===== src/rtl/uart_pkg.sv =====
// Shared types and constants for the UART transmitter.
// UART_TX_PARITY_EN adds the even-parity state to the encoding.
package uart_pkg;
  localparam int DATA_W          = 8;
  localparam int FRAME_BITS_BASE = 10;
  localparam int FRAME_BITS_PAR  = 11;

`ifdef UART_TX_PARITY_EN
  localparam int FRAME_BITS = FRAME_BITS_PAR;
  typedef enum logic [2:0] {IDLE, START, DATA, PARITY, STOP} state_e;
`else
  localparam int FRAME_BITS = FRAME_BITS_BASE;
  typedef enum logic [2:0] {IDLE, START, DATA, STOP} state_e;
`endif
endpackage


===== src/rtl/uart_baud_gen.sv =====
// Bit-period counter: counts 0..DIVISION-1 and flags the last clock of each bit.
// A synchronous restart parks the count at 0 so a new bit starts on a clean boundary.
module uart_baud_gen #(
  parameter int DIVISION = 104
) (
  input  logic clk,
  input  logic reset,
  input  logic restart,
  output logic tick
);
  localparam logic [15:0] LAST = 16'(DIVISION - 1);

  logic [15:0] cnt_q, cnt_d;

  always_comb begin
    cnt_d = cnt_q + 16'd1;
    if (restart || cnt_q == LAST) cnt_d = '0;
  end

  always_ff @(posedge clk) begin
    if (reset) cnt_q <= '0;
    else       cnt_q <= cnt_d;
  end

  assign tick = (cnt_q == LAST);
endmodule


===== src/rtl/uart_tx.sv =====
// 8N1 UART transmitter with a valid/ready byte input and registered serial output.
// Define UART_TX_PARITY_EN to insert an even-parity bit after the data bits.
module uart_tx
  import uart_pkg::*;
#(
  parameter int SYS_CLOCK = 1000000,
  parameter int BAUD_RATE = 9600
) (
  input  logic              clk,
  input  logic              reset,
  input  logic [DATA_W-1:0] tx_data,
  input  logic              tx_valid,
  output logic              tx_ready,
  output logic              tx_serial,
  output logic              busy
);
  localparam int DIVISION = SYS_CLOCK / BAUD_RATE;

  state_e            state_q, state_d;
  logic [DATA_W-1:0] shift_q, shift_d;
  logic [2:0]        bit_idx_q, bit_idx_d;
  logic              tx_serial_q, tx_serial_d;
  logic              busy_q, busy_d;
  logic              tick, accept;
`ifdef UART_TX_PARITY_EN
  logic              parity_q, parity_d;
`endif

  // Counter is held at 0 while idle so the start bit gets a full period.
  uart_baud_gen #(.DIVISION(DIVISION)) u_baud (
    .clk     (clk),
    .reset   (reset),
    .restart (state_q == IDLE),
    .tick    (tick)
  );

  assign tx_ready  = (state_q == IDLE) && !reset;
  assign accept    = tx_valid && tx_ready;
  assign tx_serial = tx_serial_q;
  assign busy      = busy_q;

  always_comb begin
    state_d     = state_q;
    shift_d     = shift_q;
    bit_idx_d   = bit_idx_q;
    tx_serial_d = tx_serial_q;
    busy_d      = busy_q;
`ifdef UART_TX_PARITY_EN
    parity_d    = parity_q;
`endif
    unique case (state_q)
      IDLE: begin
        tx_serial_d = 1'b1;
        if (accept) begin
          state_d     = START;
          shift_d     = tx_data;
          bit_idx_d   = '0;
          tx_serial_d = 1'b0;
          busy_d      = 1'b1;
`ifdef UART_TX_PARITY_EN
          parity_d    = ^tx_data;
`endif
        end
      end
      START: if (tick) begin
        state_d     = DATA;
        tx_serial_d = shift_q[0];
        shift_d     = {1'b0, shift_q[DATA_W-1:1]};
      end
      DATA: if (tick) begin
        if (bit_idx_q == 3'd7) begin
          bit_idx_d   = '0;
`ifdef UART_TX_PARITY_EN
          state_d     = PARITY;
          tx_serial_d = parity_q;
`else
          state_d     = STOP;
          tx_serial_d = 1'b1;
`endif
        end else begin
          bit_idx_d   = bit_idx_q + 3'd1;
          tx_serial_d = shift_q[0];
          shift_d     = {1'b0, shift_q[DATA_W-1:1]};
        end
      end
`ifdef UART_TX_PARITY_EN
      PARITY: if (tick) begin
        state_d     = STOP;
        tx_serial_d = 1'b1;
      end
`endif
      STOP: if (tick) begin
        state_d = IDLE;
        busy_d  = 1'b0;
      end
      default: begin
        state_d     = IDLE;
        tx_serial_d = 1'b1;
        busy_d      = 1'b0;
      end
    endcase
  end

  always_ff @(posedge clk) begin
    if (reset) begin
      state_q     <= IDLE;
      shift_q     <= '0;
      bit_idx_q   <= '0;
      tx_serial_q <= 1'b1;
      busy_q      <= 1'b0;
`ifdef UART_TX_PARITY_EN
      parity_q    <= 1'b0;
`endif
    end else begin
      state_q     <= state_d;
      shift_q     <= shift_d;
      bit_idx_q   <= bit_idx_d;
      tx_serial_q <= tx_serial_d;
      busy_q      <= busy_d;
`ifdef UART_TX_PARITY_EN
      parity_q    <= parity_d;
`endif
    end
  end
endmodule


===== config.mk =====
export PLATFORM = sky130hd
export DESIGN_NAME = uart_tx
export DESIGN_NICKNAME = d
export VERILOG_FILES = /design/src/rtl/uart_pkg.sv /design/src/rtl/uart_baud_gen.sv /design/src/rtl/uart_tx.sv
export SDC_FILE = /design/constraint.sdc
export NUM_CORES = 1
export LEC_CHECK = 0
export ABC_AREA = 1
export ABC_CLOCK_PERIOD_IN_PS = 2000
export BUFFER_PORTS_ARGS = -buffer_cell sky130_fd_sc_hd__buf_2
export CELL_PAD_IN_SITES_DETAIL_PLACEMENT = 2
export CELL_PAD_IN_SITES_GLOBAL_PLACEMENT = 2
export CORE_MARGIN = 10
export CORE_UTILIZATION = 33
export CTS_CLUSTER_SIZE = 25
export DETAILED_ROUTE_END_ITERATION = 8
export GPL_ROUTABILITY_DRIVEN = 0
export PLACE_DENSITY_LB_ADDON = 0.1
export SETUP_SLACK_MARGIN = 0.05
export SKIP_LAST_GASP = 1
export SYNTH_ARGS = -nofsm -noshare
export SYNTH_HDL_FRONTEND = slang
export SYNTH_HIERARCHICAL = 1
export SYNTH_SLANG_ARGS = --single-unit

===== constraint.sdc =====
create_clock -name clk -period 2 [get_ports clk]
set_input_delay 0.2 -clock clk [delete_from_list [all_inputs] [get_ports clk]]
set_output_delay 0.2 -clock clk [all_outputs]
set_load 0.01 [all_outputs]

==> metrics.cfg <==
[grt]
overflow=0
grt_pass1_wl_um=8700
grt_max_degree=18
track_usage=0.120
grt_pass1_vias=1894
antenna_found_initial=0

[final_layout]
drive_above_1_share=0.159
nNetsFinal=314
final_area_mm2=0.00211
fillers=674
area_growth_syn_to_layout_pct=13.4
diodes=0
layout.cells.non_filler=367

[die]
ioPinCount=14
die_w_um=95.2
core_mm2=0.00551
initial_core_util=0.339
die_y_um=95.2
fp.dieArea_mm2=0.00906
rows=27

[pwr]
power.switching_mw=0.949
powerDensity_mw_per_mm2=1140
swShare=0.393
pwr-share-comb=0.403
leakage_nw=0.968
vdd.ir_drop.worst_uv=731
clkPwrFrac=0.271
seq_power_share=0.326
p_int_mw=1.47

[placed_design]
place_inst=359
io_buffers=13
dpl_worst_slack_ps=245
dpl-instance-area_mm2=0.00198
dpl.hpwl_um=3670

[timing]
fin_crit_ps=1720
setup_viol=0
fin_ws_ps=284
slew_headroom=0.684
fmax_ghz=0.583
rsz0062_at_grt=no
post-route-period-util=0.858
skew_ps=8.26
hold_viol_final=0
tightest_slew_ps=474
drv_slew=0
setup_tns_ps=0

[route]
vias_per_cell=4.69
vias=1723
drt-wirelength-per-cell_um=13.5
drcViolationCount=0
drt-initial-drc-count=27
dr.pass1.iters=4
postRouteAntennaNets=0
routed_wl_um=4960

[setup_path]
startpoint_type=flop
cp_data_required_time_ps=2190
path_class=flop to flop
timing.rr.end=shift_q[1]$_SDFFE_PP0P_
end_kind=flop
r2r_slack_ps=280
crit_fanout=7
worst_ep_arrival_time_ps=1900
r2r_start=u_baud/cnt_q[1]$_SDFF_PP0_
ff2ff_path_depth=12

[synthesis]
postSynthAreaPerCell_um2=6.68
syn-num-nets=299
yosysTopAreaCell=dfxtp_1
async_flop_share=0
synth_area_leaders=dfxtp_1 33%, nand2_1 14%, inv_1 9.1%
synth_edf_count=0
syn-cell-area_mm2=0.00186
postSynthCellCount=279
seq_area_frac_synth=0.333
synth_top_area_frac=0.333
synth_ff_type=dfxtp_1
ys_types=25
synth_seq_cells=31
ys.warnings.count=6

[cts]
cts_tree=done
cts_buffer_depth=2
htreeDepth=2
ctsHoldBuffers=0
clockRootBuffer=clkbuf_8
clkTransAtPathRegs_ps=70
cts_buffers=5
worstSkewPairLatency_ps=280
numClockSinks=31

[status]
status=completed

[worst_hold_path]
min_path_cells=2
worstHoldPathType=primary input to flop
min_from=reset
holdPathEnd=bit_idx_q[0]$_SDFFE_PP0P_

[run]
max-cap-violations=0

-- metrics by stage --
stage	util	total power [mW]	hold WS [ps]
floorplan	-	1.57	269
global placement	0.359	1.74	446
detailed placement	0.359	1.77	456
CTS	0.380	2.45	189
global route	0.384	2.64	189
finish	0.384	2.42	191
-- power by group through the flow --
| stage | sequential, mW | clock [mW] | combinational (mW) |
|---|---|---|---|
| 3_3_place_gp | 0.794 | 0 | 0.949 |
| 4_1_cts | 0.784 | 0.673 | 0.992 |
| 5_1_grt | 0.803 | 0.706 | 1.13 |
| 6_report | 0.788 | 0.655 | 0.973 |
| 3_5_place_dp | 0.797 | 0 | 0.969 |
| 2_1_floorplan | 0.788 | 0 | 0.782 |
-- registers in the layout, summed over array words and instances, names as in the netlist --
register      count
bit_idx_q         3
shift_q           8
state_q           2
u_baud/cnt_q     16
tx_serial         1
busy              1
-- critical path, stage by stage (launching register included) --
cell	delay (ps)
dfxtp_1	380
ha_4	160
nand4_1	90
nor2_1	100
nand2_1	90
inv_1	80
inv_2	70
nand2_4	90
nand2_2	110
nor2_4	210
nand3_1	110
nand2_1	90
nor2_1	40
-- cell families after synthesis --
| kind of cell | count (synthesis) | share of synthesized area |
|---|---|---|
| and+or+nand+nor | 153 | 0.368 |
| xor gates and xnor gates | 4 | 0.0188 |
| adders and majority gates | 9 | 0.0604 |
| buffers and inverters | 55 | 0.123 |
| DFF | 31 | 0.333 |
| AOI/OAI and AO/OA | 27 | 0.0960 |
-- how the worst max path moves through the flow --
stage,from,endpoint,slack [ps],cells past startpoint
6_report,u_baud/cnt_q[1]$_SDFF_PP0_,shift_q[1]$_SDFFE_PP0P_,280,12
5_1_grt,u_baud/cnt_q[1]$_SDFF_PP0_,shift_q[2]$_SDFFE_PP0P_,50,12
4_1_cts,u_baud/cnt_q[0]$_SDFF_PP0_,shift_q[1]$_SDFFE_PP0P_,180,12
3_5_place_dp,u_baud/cnt_q[0]$_SDFF_PP0_,shift_q[0]$_SDFFE_PP0P_,240,12
3_3_place_gp,u_baud/cnt_q[0]$_SDFF_PP0_,shift_q[5]$_SDFFE_PP0P_,300,12
2_1_floorplan,u_baud/cnt_q[0]$_SDFF_PP0_,shift_q[0]$_SDFFE_PP0P_,490,12
-- area by class of cell --
cell class,count,area [um^2],area share
clock inverter,2,35.0,0.0166
sequential,31,622,0.294
tap,72,90.1,0.0426
clock buffer,6,82.6,0.0391
multi-input combinational,193,1030,0.488
inverter,50,188,0.0888
timing repair buffer,13,65.1,0.0308
-- repair_timing --
| item | CTS | global route |
|---|---|---|
| endpoints found under the hold margin | 0 | 0 |
| resized for setup | 0 | 4 |
| setup endpoints to repair | 0 | 9 |
| setup buffers | 0 | 0 |
-- layout by cell type (no fill, tap or decap) --
cell type / Yosys / final
nor2_1: 41 / 41
nor3_1: 1 / 1
or2_0: 1 / 1
nor2_4: 1 / 1
clkbuf_8: 0 / 6
xor2_1: 1 / 1
dfxtp_2: 0 / 1
a21oi_2: 1 / 1
nand2_2: 10 / 9
nor2_2: 2 / 2
nand2_1: 68 / 68
inv_1: 45 / 45
xnor2_1: 3 / 3
nand4_1: 4 / 4
a21oi_1: 12 / 12
buf_2: 1 / 13
o21ai_0: 5 / 5
o21a_1: 7 / 7
bufinv_16: 0 / 1
dfxtp_1: 31 / 30
nand3_2: 1 / 1
o21ai_4: 2 / 2
nand2_4: 0 / 1
inv_2: 5 / 5
ha_4: 0 / 1
nand3_1: 22 / 22
nand3_4: 2 / 2
clkinv_2: 0 / 1
ha_1: 9 / 8
-- routing by layer --
metal	track usage	wire, um
met5	0	0
met2	0.216	2570
met3	0.0306	109
met1	0.135	2230
met4	0.0337	41
-- synthesized netlist by cell type, types with 2 or more instances --
cell     count
nand2_1     68
nor2_2       2
o21ai_0      5
nand4_1      4
buf_6        3
nand2_2     10
inv_1       45
nor2_1      41
dfxtp_1     31
nand3_1     22
ha_1         9
nand3_4      2
xnor2_1      3
inv_2        5
o21ai_4      2
o21a_1       7
a21oi_1     12
Power figures use the tool's default switching activity.
